===== src/rtl/riscv_pkg.sv =====
// Shared types and constants for the multicycle RV32I control path.
// Holds the state, ALU-operation and opcode definitions used by controller and decoder.
package riscv_pkg;

    typedef enum logic [2:0] {
        ALU_ADD = 3'b000,
        ALU_SUB = 3'b001,
        ALU_AND = 3'b010,
        ALU_OR  = 3'b011,
        ALU_XOR = 3'b100,
        ALU_SLT = 3'b101,
        ALU_SLL = 3'b110,
        ALU_SRL = 3'b111
    } alucontrol_t;

    localparam logic [6:0] OP_LOAD   = 7'b0000011;
    localparam logic [6:0] OP_STORE  = 7'b0100011;
    localparam logic [6:0] OP_R      = 7'b0110011;
    localparam logic [6:0] OP_I      = 7'b0010011;
    localparam logic [6:0] OP_BRANCH = 7'b1100011;
    localparam logic [6:0] OP_JAL    = 7'b1101111;

    typedef enum logic [3:0] {
        S_FETCH    = 4'd0,
        S_DECODE   = 4'd1,
        S_MEMADR   = 4'd2,
        S_MEMREAD  = 4'd3,
        S_MEMWB    = 4'd4,
        S_MEMWRITE = 4'd5,
        S_EXECUTER = 4'd6,
        S_EXECUTEI = 4'd7,
        S_ALUWB    = 4'd8,
        S_BEQ      = 4'd9,
        S_JAL      = 4'd10
    } statetype;

    typedef enum logic [1:0] {
        AOP_ADD   = 2'b00,
        AOP_SUB   = 2'b01,
        AOP_FUNCT = 2'b10
    } aluop_t;

    // Immediate format follows the opcode alone, independent of FSM state.
    function automatic logic [1:0] imm_sel(input logic [6:0] op);
        case (op)
            OP_STORE:  imm_sel = 2'b01;
            OP_BRANCH: imm_sel = 2'b10;
            OP_JAL:    imm_sel = 2'b11;
            default:   imm_sel = 2'b00;
        endcase
    endfunction

endpackage


===== src/rtl/riscv_alu_decoder.sv =====
// Combinational ALU decoder: maps the controller's ALU operation class and
// instruction funct fields onto the 3-bit ALU control code.
module riscv_alu_decoder
    import riscv_pkg::*;
(
    input  aluop_t      aluop,
    input  logic [2:0]  funct3,
    input  logic        funct7b5,
    input  logic        op5,
    output alucontrol_t alucontrol,
    output logic        funct_illegal
);

    // sltu (funct3=011) has no ALU code; the controller traps it in DECODE.
    assign funct_illegal = (funct3 == 3'b011);

    always_comb begin
        alucontrol = ALU_ADD;
        case (aluop)
            AOP_ADD: alucontrol = ALU_ADD;
            AOP_SUB: alucontrol = ALU_SUB;
            AOP_FUNCT: begin
                case (funct3)
                    3'b000:  alucontrol = (op5 & funct7b5) ? ALU_SUB : ALU_ADD;
                    3'b001:  alucontrol = ALU_SLL;
                    3'b010:  alucontrol = ALU_SLT;
                    3'b100:  alucontrol = ALU_XOR;
                    3'b101:  alucontrol = ALU_SRL;
                    3'b110:  alucontrol = ALU_OR;
                    3'b111:  alucontrol = ALU_AND;
                    default: alucontrol = ALU_ADD;
                endcase
            end
            default: alucontrol = ALU_ADD;
        endcase
    end

endmodule


===== src/rtl/riscv_mc_controller.sv =====
// Multicycle control FSM for the RV32I subset core: decodes the instruction
// register fields into one control bundle per cycle for the datapath.
module riscv_mc_controller
    import riscv_pkg::*;
#(
    parameter statetype RESET_STATE = S_FETCH
) (
    input  logic       clk,
    input  logic       reset,
    input  logic [6:0] op,
    input  logic [2:0] funct3,
    input  logic       funct7b5,
    input  logic       zero,
    output logic       pcwrite,
    output logic       adrsrc,
    output logic       memwrite,
    output logic       irwrite,
    output logic [1:0] resultsrc,
    output logic [2:0] alucontrol,
    output logic [1:0] alusrca,
    output logic [1:0] alusrcb,
    output logic [1:0] immsrc,
    output logic       regwrite,
    output logic       illegal,
    output logic [3:0] state
);

    statetype    r_state;
    statetype    w_next;
    statetype    w_out_state;
    logic        w_dec_illegal;
    logic        w_funct_illegal;
    aluop_t      w_aluop;
    alucontrol_t w_alucontrol;
    logic        w_pcupdate;
    logic        w_branch;
    logic        w_adrsrc;
    logic        w_memwrite;
    logic        w_irwrite;
    logic        w_regwrite;
    logic [1:0]  w_resultsrc;
    logic [1:0]  w_alusrca;
    logic [1:0]  w_alusrcb;

    always_ff @(posedge clk) begin
        if (reset) begin
            r_state <= RESET_STATE;
        end else begin
            r_state <= w_next;
        end
    end

    always_comb begin
        w_next        = S_FETCH;
        w_dec_illegal = 1'b0;
        case (r_state)
            S_FETCH: w_next = S_DECODE;
            S_DECODE: begin
                case (op)
                    OP_LOAD, OP_STORE: w_next = S_MEMADR;
                    OP_R: begin
                        w_dec_illegal = w_funct_illegal;
                        w_next        = w_funct_illegal ? S_FETCH : S_EXECUTER;
                    end
                    OP_I: begin
                        w_dec_illegal = w_funct_illegal;
                        w_next        = w_funct_illegal ? S_FETCH : S_EXECUTEI;
                    end
                    OP_BRANCH: begin
                        w_dec_illegal = (funct3 != 3'b000);
                        w_next        = (funct3 == 3'b000) ? S_BEQ : S_FETCH;
                    end
                    OP_JAL:  w_next = S_JAL;
                    default: w_dec_illegal = 1'b1;
                endcase
            end
            S_MEMADR:   w_next = op[5] ? S_MEMWRITE : S_MEMREAD;
            S_MEMREAD:  w_next = S_MEMWB;
            S_EXECUTER: w_next = S_ALUWB;
            S_EXECUTEI: w_next = S_ALUWB;
            S_JAL:      w_next = S_ALUWB;
            default:    w_next = S_FETCH;
        endcase
    end

    // Under reset the datapath selects show FETCH values; enables are masked below.
    assign w_out_state = reset ? S_FETCH : r_state;

    always_comb begin
        w_pcupdate  = 1'b0;
        w_branch    = 1'b0;
        w_adrsrc    = 1'b0;
        w_memwrite  = 1'b0;
        w_irwrite   = 1'b0;
        w_regwrite  = 1'b0;
        w_resultsrc = 2'b00;
        w_alusrca   = 2'b00;
        w_alusrcb   = 2'b00;
        w_aluop     = AOP_ADD;
        case (w_out_state)
            S_FETCH: begin
                w_irwrite   = 1'b1;
                w_alusrcb   = 2'b10;
                w_resultsrc = 2'b10;
                w_pcupdate  = 1'b1;
            end
            S_DECODE: begin
                w_alusrca = 2'b01;
                w_alusrcb = 2'b01;
            end
            S_MEMADR: begin
                w_alusrca = 2'b10;
                w_alusrcb = 2'b01;
            end
            S_MEMREAD: w_adrsrc = 1'b1;
            S_MEMWB: begin
                w_resultsrc = 2'b01;
                w_regwrite  = 1'b1;
            end
            S_MEMWRITE: begin
                w_adrsrc   = 1'b1;
                w_memwrite = 1'b1;
            end
            S_EXECUTER: begin
                w_alusrca = 2'b10;
                w_aluop   = AOP_FUNCT;
            end
            S_EXECUTEI: begin
                w_alusrca = 2'b10;
                w_alusrcb = 2'b01;
                w_aluop   = AOP_FUNCT;
            end
            S_ALUWB: w_regwrite = 1'b1;
            S_BEQ: begin
                w_alusrca = 2'b10;
                w_aluop   = AOP_SUB;
                w_branch  = 1'b1;
            end
            S_JAL: begin
                w_alusrca  = 2'b01;
                w_alusrcb  = 2'b10;
                w_pcupdate = 1'b1;
            end
            default: ;
        endcase
    end

    riscv_alu_decoder u_alu_decoder (
        .aluop         (w_aluop),
        .funct3        (funct3),
        .funct7b5      (funct7b5),
        .op5           (op[5]),
        .alucontrol    (w_alucontrol),
        .funct_illegal (w_funct_illegal)
    );

    assign pcwrite    = ~reset & (w_pcupdate | (w_branch & zero));
    assign irwrite    = ~reset & w_irwrite;
    assign regwrite   = ~reset & w_regwrite;
    assign memwrite   = ~reset & w_memwrite;
    assign illegal    = ~reset & (r_state == S_DECODE) & w_dec_illegal;
    assign adrsrc     = w_adrsrc;
    assign resultsrc  = w_resultsrc;
    assign alusrca    = w_alusrca;
    assign alusrcb    = w_alusrcb;
    assign alucontrol = w_alucontrol;
    assign immsrc     = imm_sel(op);
    assign state      = r_state;

endmodule


===== config.mk =====
export PLATFORM = sky130hd
export DESIGN_NAME = riscv_mc_controller
export DESIGN_NICKNAME = d
export VERILOG_FILES = /design/src/rtl/riscv_pkg.sv /design/src/rtl/riscv_alu_decoder.sv /design/src/rtl/riscv_mc_controller.sv
export SDC_FILE = /design/constraint.sdc
export NUM_CORES = 1
export LEC_CHECK = 0
export ABC_AREA = 1
export BUFFER_PORTS_ARGS = -buffer_cell sky130_fd_sc_hd__buf_2
export CORE_MARGIN = 8
export CORE_UTILIZATION = 45
export CTS_BUF_LIST = sky130_fd_sc_hd__clkbuf_8
export CTS_CLUSTER_DIAMETER = 40
export DETAILED_ROUTE_END_ITERATION = 6
export PLACE_DENSITY = 0.81
export SYNTH_ARGS = -nofsm -noshare
export SYNTH_HDL_FRONTEND = slang
export SYNTH_SLANG_ARGS = --single-unit
export TNS_END_PERCENT = 100

===== constraint.sdc =====
create_clock -name clk -period 2 [get_ports clk]
set_input_delay 0.4 -clock clk [delete_from_list [all_inputs] [get_ports clk]]
set_output_delay 0.4 -clock clk [all_outputs]
set_load 0.03 [all_outputs]

==> impl_results.md <==
* Share of cells above drive strength 1 at between 50% and 60%
* Crit path largest cell delay at 0.36 ns
* Post-synth EDFFs at 0
* CORE AREA at 1300 µm²
* Via-per-instance ratio at 5.31
* Dpl cells at around 160
* Largest net degree at the start of global routing at 9
* CP top delay family: simple AND/OR/NAND/NOR gates
* Drt pass-1 iters at 4
* Max-slew violation count at 0
* Initial antenna violation count at 0
* GR Overflow Total at 0
* Worst-margin pin slew at roughly 0.21 ns
* CP max stage cell: dfxtp_4
* CP Launch Type: flop
* Synth Warn # at 0
* First-pass GRT wire length at approximately 3500 µm
* Max frequency at about 500 MHz
* Final net count at 175
* Htree depth at 1
* GR Util All Layers at about 15%
* Post-Layout Cell Count at 172
* Number of global-route vias before repair at 836
* Final worst slack at -0.00116 ns
* DRC Markers at 0
* Area of the multi-input gates at roughly 540 µm²
* Tmin final at 2.00 ns
* PwrDens at around 350 nW/µm²
* Status: complete, but fails checks
* Seq. cell area at 87.6 µm²
* Post-synth top area share at 14.9%
* Yosys cell types at 21
* Post-synthesis cell area at 629 µm²
* Port Buffers at 34
* Post-synth net total at between 100 and 150
* Asr flop ratio synth at 0%
* Clock Sink Count at 4
* Fin crit share at 100%
* Min-Delay Path Class: primary input to flop
* Site Rows at 13
* Number of DRC markers after the initial detailed-route iteration at 39
* VDD IR-drop max at ~0.43 mV
* Max FFs per register at 4
* Post-Synthesis Cells at 110
* Post-synthesis register bit count at 4
* Clock Skews at 0.00279 ns
* WS Path Type: flop to primary output
* TritonCTS clock tree: done
* Cell Chain, Critical Path: inv_4 -> nor3_4 -> inv_2 -> nor2_4 -> inv_2 -> ha_4 -> nor3_4 -> buf_6
* Dpl hpwl at 1660 µm
* ANT cells at 0
* Count leader, synth: nand2_1
* RSZ-0062 raised after global routing: true
* # setup viols final at 1
* Ports at 35
* Failing checks: negative setup slack
* Mean Syn Cell Area at about 5.7 µm²
* CTS Root Cell: clkbuf_8
* Cts bufs inserted at 3
* CP Data Required Time at approximately 1.6 ns
* Chip Height at 53.4 µm
* Wire length per cell at 13.0 µm
* Antenna-violating nets left at 0
* CP endpoint kind: primary output
* Clk slew on worst S/H paths at 0.03 ns
* Top FF cell, synth: dfxtp_1
* FILL cells at 97
* Synth area leader: nand2_1
* Worst skew pair latency at 0.21 ns
* Lkg Pwr at 0.543 nW
* CTS max path bufs at 2
* Via count at 913
* Most area-consuming cells after synthesis: nand2_1 15%, dfxtp_1 13%, nand3_1 12%
* Starting Density at between 40% and 50%
* Post-synthesis sequential area ratio at roughly an eighth
* Worst EP arrival at between 1.5 and 2 ns
* Final Hold Vio Count at 0
* Syn-to-layout area delta at 66.2%
* Tot Pwr at 0.366 mW
* Die width at 53.4 µm
* Placer Congestion at 0.761
* Max-slew headroom at 86.0%
* Die area at 2850 µm²
* Worst path bufs/invs at 4
* Routed wire length at 2230 µm
* Max-cap violations at 0
* Worst-path fanout max at 3
* Post-synth top cells: 25 x nand2_1, 15 x inv_1, 15 x nand3_1
worst reg2reg max path: stages, from the launching register on:
cell and delay [ns]:
dfxtp_4 0.33, buf_6 0.12, nor2_2 0.20, inv_2 0.11
nor2_8 0.12, nand4_1 0.09, a21oi_1 0.15
final cells by class:
| type | instances | share of cell area [%] |
|---|---|---|
| tap | 15 | 1.79 |
| inverter | 19 | 7.06 |
| sequential | 4 | 8.37 |
| timing repair buffer | 45 | 26.9 |
| multi-input combinational | 86 | 51.9 |
| clock buffer | 3 | 3.95 |
cell usage in the layout (no fill, tap or decap):
cell	count
nor2_8	1
inv_1	14
a31oi_1	1
nand2_2	4
nand3_2	3
nor2_4	4
ha_4	2
dfxtp_1	2
nand2_1	24
nor2_2	4
clkbuf_8	3
nand4_1	1
a31oi_2	1
buf_6	5
a21oi_2	3
inv_4	1
o21ai_0	3
buf_2	30
o211ai_1	1
o21ai_2	1
nor3_4	2
inv_2	4
buf_4	10
a21oi_1	7
nand3_1	14
dfxtp_4	2
nor2_1	10
final timing paths:
check           start            end  depth (start not counted)  slack (ns)
max          state[2]  alucontrol[2]                          8      -0.001
min reg2reg  state[2]       state[0]                          3        0.63
min             op[5]       state[2]                          3        0.54
max reg2reg  state[3]       state[2]                          6        0.79
where the power goes:
group	leakage [nW]	internal [mW]	switching (mW)	total (mW)
clock	0.0216	0.128	0.0375	0.165
combinational	0.487	0.0391	0.0798	0.119
sequential	0.0342	0.0797	0.00252	0.0822
per-stage QoR:
stage / worst slack [ns] / hold slack (ns) / TNS (ns) / utilization, % / cell area (µm²)
after floorplan: -0.0918 / 0.580 / -0.136 / - / 649
after global placement: -0.0314 / 0.585 / -0.0533 / 67.0 / 872
after detailed placement: -0.0457 / 0.607 / -0.0731 / 67.0 / 872
after CTS: 0.00846 / 0.534 / 0 / 76.3 / 992
after global routing: -0.0732 / 0.560 / -0.269 / 80.4 / 1050
final: -0.00116 / 0.544 / -0.00116 / 80.4 / 1050
metal layers:
metal	share of wire, %	vias to the layer above	track usage [%]
met5	0	-	0
met4	0.40	0	6.30
met3	7.1	2	2.52
met2	51	33	27.5
met1	41	424	17.5
li1	-	454	-
kinds of logic after synthesis:
kind of cell | share of synthesized area [%]
and+or+nand+nor | 54.7
DFF | 12.7
AOI/OAI and AO/OA | 15.5
adders and majority gates | 3.98
buffers and inverters | 13.1
what timing repair did:
action,CTS,global route
pin swaps,5,1
hold buffers,0,0
gates resized for setup,18,8
endpoints found under the setup margin,3,6
buffers inserted,2,3
(Power assumes the default switching activity.)
